[src/rtl/pipe_pkg.sv]
// Shared pipeline-register definitions: bubble instruction, skid-buffer state
// and the IF/ID payload layout reused by the later stage registers.
package pipe_pkg;

  localparam logic [31:0] RV_NOP = 32'h0000_0013;

  typedef enum logic [1:0] {
    S_EMPTY = 2'd0,
    S_FULL  = 2'd1,
    S_SKID  = 2'd2
  } skid_state_t;

  typedef struct packed {
    logic [31:0] ins;
    logic [31:0] pc;
    logic [31:0] pc_plus4;
  } if_id_payload_t;

  // State encoding doubles as the number of held beats.
  function automatic logic [1:0] skid_occupancy(input skid_state_t s);
    return 2'(s);
  endfunction

endpackage

[src/rtl/if_id_skid_reg_if.sv]
// Fetch-side and decode-side handshake bundle of the IF/ID stage register.
interface if_id_skid_reg_if #(
  parameter int DATA_LENGTH = 32,
  parameter int PC_WIDTH    = 32
);
  logic                   flush;
  logic                   in_valid;
  logic                   in_ready;
  logic [DATA_LENGTH-1:0] ins_in;
  logic [PC_WIDTH-1:0]    pc_in;
  logic [PC_WIDTH-1:0]    pc_plus4_in;
  logic                   out_valid;
  logic                   out_ready;
  logic [DATA_LENGTH-1:0] ins_out;
  logic [PC_WIDTH-1:0]    pc_out;
  logic [PC_WIDTH-1:0]    pc_plus4_out;
  logic [1:0]             occupancy;

  modport master (
    output flush, in_valid, ins_in, pc_in, pc_plus4_in, out_ready,
    input  in_ready, out_valid, ins_out, pc_out, pc_plus4_out, occupancy
  );

  modport slave (
    input  flush, in_valid, ins_in, pc_in, pc_plus4_in, out_ready,
    output in_ready, out_valid, ins_out, pc_out, pc_plus4_out, occupancy
  );
endinterface

[src/rtl/if_id_skid_reg.sv]
// IF/ID pipeline register with a two-entry skid buffer, flush and NOP bubbles.
// Every output is a flop; in_ready never depends combinationally on out_ready.
module if_id_skid_reg
  import pipe_pkg::*;
#(
  parameter int                     DATA_LENGTH = 32,
  parameter int                     PC_WIDTH    = 32,
  parameter logic [DATA_LENGTH-1:0] NOP_INSTR   = DATA_LENGTH'(RV_NOP)
) (
  input logic             clk,
  input logic             rst,
  if_id_skid_reg_if.slave bus
);

  skid_state_t            state, state_nxt;
  logic                   in_ready_q;
  logic                   out_valid_q;
  logic [1:0]             occ_q;
  logic                   in_xfer;
  logic                   out_xfer;

  logic [DATA_LENGTH-1:0] main_ins, skid_ins;
  logic [PC_WIDTH-1:0]    main_pc, main_pc4;
  logic [PC_WIDTH-1:0]    skid_pc, skid_pc4;

  always_comb begin
    in_xfer   = bus.in_valid & in_ready_q & ~bus.flush;
    out_xfer  = out_valid_q & bus.out_ready;
    state_nxt = state;
    if (bus.flush) begin
      state_nxt = S_EMPTY;
    end else begin
      case (state)
        S_EMPTY: if (in_xfer) state_nxt = S_FULL;
        S_FULL: begin
          if (in_xfer && !out_xfer)      state_nxt = S_SKID;
          else if (!in_xfer && out_xfer) state_nxt = S_EMPTY;
        end
        S_SKID:  if (out_xfer) state_nxt = S_FULL;
        default: state_nxt = S_EMPTY;
      endcase
    end
  end

  // Control stage: handshake flags are registered copies of the next state.
  always_ff @(posedge clk or posedge rst) begin
    if (rst) begin
      state       <= S_EMPTY;
      in_ready_q  <= 1'b1;
      out_valid_q <= 1'b0;
      occ_q       <= 2'd0;
    end else begin
      state       <= state_nxt;
      in_ready_q  <= (state_nxt != S_SKID);
      out_valid_q <= (state_nxt != S_EMPTY);
      occ_q       <= skid_occupancy(state_nxt);
    end
  end

  // Main entry: drives the decode side.
  always_ff @(posedge clk or posedge rst) begin
    if (rst) begin
      main_ins <= NOP_INSTR;
      main_pc  <= '0;
      main_pc4 <= '0;
    end else if (bus.flush) begin
      // Flushing an already empty stage leaves the drained PC visible.
      if (state != S_EMPTY) begin
        main_ins <= NOP_INSTR;
        main_pc  <= '0;
        main_pc4 <= '0;
      end
    end else begin
      case (state)
        S_EMPTY: begin
          if (in_xfer) begin
            main_ins <= bus.ins_in;
            main_pc  <= bus.pc_in;
            main_pc4 <= bus.pc_plus4_in;
          end
        end
        S_FULL: begin
          if (in_xfer && out_xfer) begin
            main_ins <= bus.ins_in;
            main_pc  <= bus.pc_in;
            main_pc4 <= bus.pc_plus4_in;
          end else if (out_xfer) begin
            main_ins <= NOP_INSTR;
          end
        end
        S_SKID: begin
          if (out_xfer) begin
            main_ins <= skid_ins;
            main_pc  <= skid_pc;
            main_pc4 <= skid_pc4;
          end
        end
        default: ;
      endcase
    end
  end

  // Skid entry: catches the beat that arrives while main is blocked.
  always_ff @(posedge clk or posedge rst) begin
    if (rst) begin
      skid_ins <= NOP_INSTR;
      skid_pc  <= '0;
      skid_pc4 <= '0;
    end else if (bus.flush) begin
      skid_ins <= NOP_INSTR;
      skid_pc  <= '0;
      skid_pc4 <= '0;
    end else if (state == S_FULL && in_xfer && !out_xfer) begin
      skid_ins <= bus.ins_in;
      skid_pc  <= bus.pc_in;
      skid_pc4 <= bus.pc_plus4_in;
    end
  end

  assign bus.in_ready     = in_ready_q;
  assign bus.out_valid    = out_valid_q;
  assign bus.occupancy    = occ_q;
  assign bus.ins_out      = main_ins;
  assign bus.pc_out       = main_pc;
  assign bus.pc_plus4_out = main_pc4;

endmodule

[src/flat_wrapper.sv]
// flat-port wrapper written by rule: the top's interface ports become plain ports
module if_id_skid_reg_flat import pipe_pkg::*;
#(
  parameter int                     DATA_LENGTH = 32,
  parameter int                     PC_WIDTH    = 32,
  parameter logic [DATA_LENGTH-1:0] NOP_INSTR   = DATA_LENGTH'(RV_NOP)
)
  (clk, rst, bus_flush, bus_in_valid, bus_ins_in, bus_pc_in, bus_pc_plus4_in, bus_out_ready, bus_in_ready, bus_out_valid, bus_ins_out, bus_pc_out, bus_pc_plus4_out, bus_occupancy);
  if_id_skid_reg_if #(.DATA_LENGTH(DATA_LENGTH), .PC_WIDTH(PC_WIDTH)) bus_i ();
  input logic clk;
  input logic rst;
  input wire logic [$bits(bus_i.flush)-1:0] bus_flush;
  input wire logic [$bits(bus_i.in_valid)-1:0] bus_in_valid;
  input wire logic [$bits(bus_i.ins_in)-1:0] bus_ins_in;
  input wire logic [$bits(bus_i.pc_in)-1:0] bus_pc_in;
  input wire logic [$bits(bus_i.pc_plus4_in)-1:0] bus_pc_plus4_in;
  input wire logic [$bits(bus_i.out_ready)-1:0] bus_out_ready;
  output wire logic [$bits(bus_i.in_ready)-1:0] bus_in_ready;
  output wire logic [$bits(bus_i.out_valid)-1:0] bus_out_valid;
  output wire logic [$bits(bus_i.ins_out)-1:0] bus_ins_out;
  output wire logic [$bits(bus_i.pc_out)-1:0] bus_pc_out;
  output wire logic [$bits(bus_i.pc_plus4_out)-1:0] bus_pc_plus4_out;
  output wire logic [$bits(bus_i.occupancy)-1:0] bus_occupancy;
  assign bus_i.flush = bus_flush;
  assign bus_i.in_valid = bus_in_valid;
  assign bus_i.ins_in = bus_ins_in;
  assign bus_i.pc_in = bus_pc_in;
  assign bus_i.pc_plus4_in = bus_pc_plus4_in;
  assign bus_i.out_ready = bus_out_ready;
  assign bus_in_ready = bus_i.in_ready;
  assign bus_out_valid = bus_i.out_valid;
  assign bus_ins_out = bus_i.ins_out;
  assign bus_pc_out = bus_i.pc_out;
  assign bus_pc_plus4_out = bus_i.pc_plus4_out;
  assign bus_occupancy = bus_i.occupancy;
  if_id_skid_reg #(.DATA_LENGTH(DATA_LENGTH), .PC_WIDTH(PC_WIDTH), .NOP_INSTR(NOP_INSTR)) u_core (.clk(clk), .rst(rst), .bus(bus_i));
endmodule
[config.mk]
export PLATFORM = sky130hd
export DESIGN_NAME = if_id_skid_reg_flat
export DESIGN_NICKNAME = d
export VERILOG_FILES = /design/src/rtl/pipe_pkg.sv /design/src/rtl/if_id_skid_reg_if.sv /design/src/rtl/if_id_skid_reg.sv /design/src/flat_wrapper.sv
export SDC_FILE = /design/constraint.sdc
export NUM_CORES = 1
export LEC_CHECK = 0
export ABC_CLOCK_PERIOD_IN_PS = 17400
export CORE_MARGIN = 8
export CORE_UTILIZATION = 56
export CTS_CLUSTER_DIAMETER = 80
export DETAILED_ROUTE_END_ITERATION = 8
export GPL_TIMING_DRIVEN = 0
export HOLD_SLACK_MARGIN = 0.15
export PLACE_DENSITY = 0.95
export SLEW_MARGIN = 25
export SYNTH_ARGS = -nofsm -noshare
export SYNTH_HDL_FRONTEND = slang
export SYNTH_SLANG_ARGS = --single-unit
[constraint.sdc]
create_clock -name clk -period 17.4 [get_ports clk]
set_input_delay 3.48 -clock clk [delete_from_list [all_inputs] [get_ports clk]]
set_output_delay 3.48 -clock clk [all_outputs]
set_load 0.01 [all_outputs]
==> summary.txt <==
Status
  – Status: completed

STA
  – Final Cycle Share: 0.296
  – Hold Vio Cnt, Final: 0
  – Worst slew pin tran: approximately 720 ps
  – RSZ-0062 raised after global routing: no
  – Rel. slew slack: 0.517
  – Max-slew violations: 0
  – Final worst path period need: 5150 ps
  – FMAX: 194 MHz
  – Clock Skew: just under 10 ps
  – Final setup fails: 0
  – TNS Setup: 0 ps

Synthesis
  – Synthesized area per cell: 10.5 sq um
  – Yosys top cell by area: dfrtp_1
  – Syn nets: 1016
  – Top cells by area in the synthesized netlist: dfrtp_1, nand2_1, nand3b_1
  – Cell count after synthesis: 911
  – Share of the synthesized area in the top cell type: 0.494
  – Async set-reset flop share out of synthesis: 1.00
  – Post-Syn Area: 9580 sq um
  – Post-synthesis sequential area ratio: 0.513
  – Post-synth EDFFs: 0
  – Netlist cell types: 41
  – #FFs+latches synth: between 150 and 200
  – Main synth FF type: dfrtp_1
  – Yosys warning count: 0

Finish
  – Fin nets: 1237
  – P&R area growth vs syn: 30.5%
  – Share of cells above drive strength 1: 0.0777
  – # diodes: 0
  – Final instance area: approximately 12000 sq um

Place
  – Half-perimeter wire length after detailed placement: approximately 20000 um
  – Port Buf Inserts: 200
  – RD Place Congestion: 0.817
  – Placed Instance Area: 11900 sq um

GRT
  – GR Overflow Total: 0
  – First-pass GRT wire length: ~45000 um
  – Antenna violations before repair: 3
  – Number of global-route vias before repair: 8417
  – GRT Util Overall: 0.259
  – Largest net degree at the start of global routing: a little under 80

Critical path
  – Startpoint Class: input port
  – WS Path Type: in2reg
  – Critical path capture point type: flip-flop
  – Worst EP required: 17720 ps
  – CP max stage delay: about 470 ps
  – Worst path slowest cell: clkdlybuf4s50_1
  – CP most frequent cell: clkbuf_1
  – Crit Path Max Fanout: 10
  – Reg2reg path depth: 7
  – CP arrival: 5470 ps
  – Crit-path cells: clkdlybuf4s50_1, buf_2, clkbuf_1, clkbuf_1, nor3b_1, a211o_1

Route
  – Drt first-iter violations: 624
  – Wire per inst: 20.2 um
  – Vias: 8085
  – DRC Markers: 0
  – Routed Antenna Nets: 0
  – Via/cell ratio: around 6
  – Total Routed Length: 27600 um
  – Pre-antenna DRT Iters: 5

CTS
  – H-tree depth: 4
  – Clock transition at the registers of the reported paths: 70 ps
  – TritonCTS clock tree: yes
  – Max clock buf depth: 2
  – Clock latency on the worst-skew pair: around 440 ps
  – CTS Sinks: 196
  – Postcts setup bufs: 0
  – Post-CTS Resized: 0
  – Hold_buf cts: 0
  – Num CTS Buffers: 17
  – CTS root buffer: clkbuf_16

Die
  – Core area: about 17000 sq um
  – Die area: ~22000 sq um
  – Width of the die: 147 um
  – Std cell rows: 48
  – Die height: 147 um
  – Initial Util: 0.563
  – Num ports: 201

Power and ir drop
  – PD cells: 115 nW/um^2
  – P_leak: 0.00566 uW
  – Maximum VDD drop: 0.0000846 V

Worst hold path
  – HP Class: reg2reg
  – Worst hold path depth: 1

Flow run
  – # Max-Cap Violations: 0
-- flip-flops by register name, indices dropped and copies added (netlist names) --
register                 flops
u_core.bus.in_ready          1
u_core.bus.ins_out          32
u_core.bus.out_valid         1
u_core.bus.pc_out           32
u_core.bus.pc_plus4_out     32
u_core.skid_ins             32
u_core.skid_pc              32
u_core.skid_pc4             32
u_core.state                 2
-- critical path: cells and delay by family --
family,cells,cell delay [ps]
buffers and inverters,4,1610
AOI/OAI and AO/OA,1,260
and+or+nand+nor,1,120
-- layout make-up --
type	instances	area (sq um)
buffer	84	442
inverter	3	18.8
tap	225	282
clock inverter	9	96.3
timing repair buffer	202	2060
sequential	196	4910
clock buffer	23	478
multi-input combinational	628	4210
fill	1187	4500
-- synthesized netlist by cell type, types with 5 or more instances --
library cell,instances
a211o_1,33
a21oi_1,6
a221oi_1,29
buf_2,32
buf_4,5
buf_6,9
clkbuf_1,36
dfrtp_1,189
dfstp_2,7
mux2i_1,64
nand2_1,200
nand3b_1,96
nor2_1,6
nor2b_1,29
nor3b_1,33
nor4_1,33
o2bb2ai_1,60
-- kinds of logic (layout without fill, tap and decap cells) --
logic type                 Yosys count  count (layout)  share of synthesized area
AOI/OAI and AO/OA                  145             145                      0.132
adders and majority gates            4               4                    0.00523
buffers and inverters               87             321                     0.0473
DFF                                196             196                      0.513
muxes                               64              64                     0.0669
and+or+nand+nor                    415             415                      0.236
-- report_power, final --
part	leakage, uW	switching [uW]	internal (uW)	total (uW)
Clock	0.000270	177	210	387
Combinational	0.00277	207	246	454
Sequential	0.00262	57.8	540	598
Total	0.00566	442	997	1440
-- placed cells by master (no fill, tap or decap), types with 32 or more instances in the layout --
cell type,Yosys,final
nand3b_1,96,96
o2bb2ai_1,60,60
mux2i_1,64,64
dfrtp_1,189,189
nor4_1,33,33
clkbuf_1,36,39
clkdlybuf4s50_1,0,200
a211o_1,33,33
nor3b_1,33,33
buf_2,32,32
nand2_1,200,200
-- layer usage --
layer	GRT usage	routed length, um
met5	0	33
met4	0.0953	733
met3	0.0747	2080
met2	0.418	13300
met1	0.324	11500
-- stage by stage --
| stage | power (uW) | instances | util | setup slack [ps] | hold WS (ps) |
|---|---|---|---|---|---|
| after floorplan | 811 | 911 | - | 8590 | 464 |
| after global placement | 1040 | 1336 | 0.698 | 6130 | 471 |
| after detailed placement | 1060 | 1338 | 0.701 | 11850 | 473 |
| after CTS | 1450 | 1370 | 0.735 | 12240 | 492 |
| after global routing | 1500 | 1370 | 0.735 | 12150 | 503 |
| final | 1440 | 1370 | 0.735 | 12250 | 491 |
-- final timing paths --
check / slack, ps / startpoint / to
max reg2reg: 14990 / u_core.state[1] / u_core.bus.pc_out[0]
min: 490 / u_core.bus.ins_out[27] / u_core.bus.ins_out[27]
min in group asynchronous: 3460 / rst / u_core.bus.pc_out[24]
max: 12250 / bus_flush / u_core.bus.pc_plus4_out[11]
min reg2reg: 490 / u_core.bus.ins_out[27] / u_core.bus.ins_out[27]
max in group asynchronous: 13230 / rst / u_core.bus.ins_out[0]
Note: power is estimated with default switching activity, not from simulation.
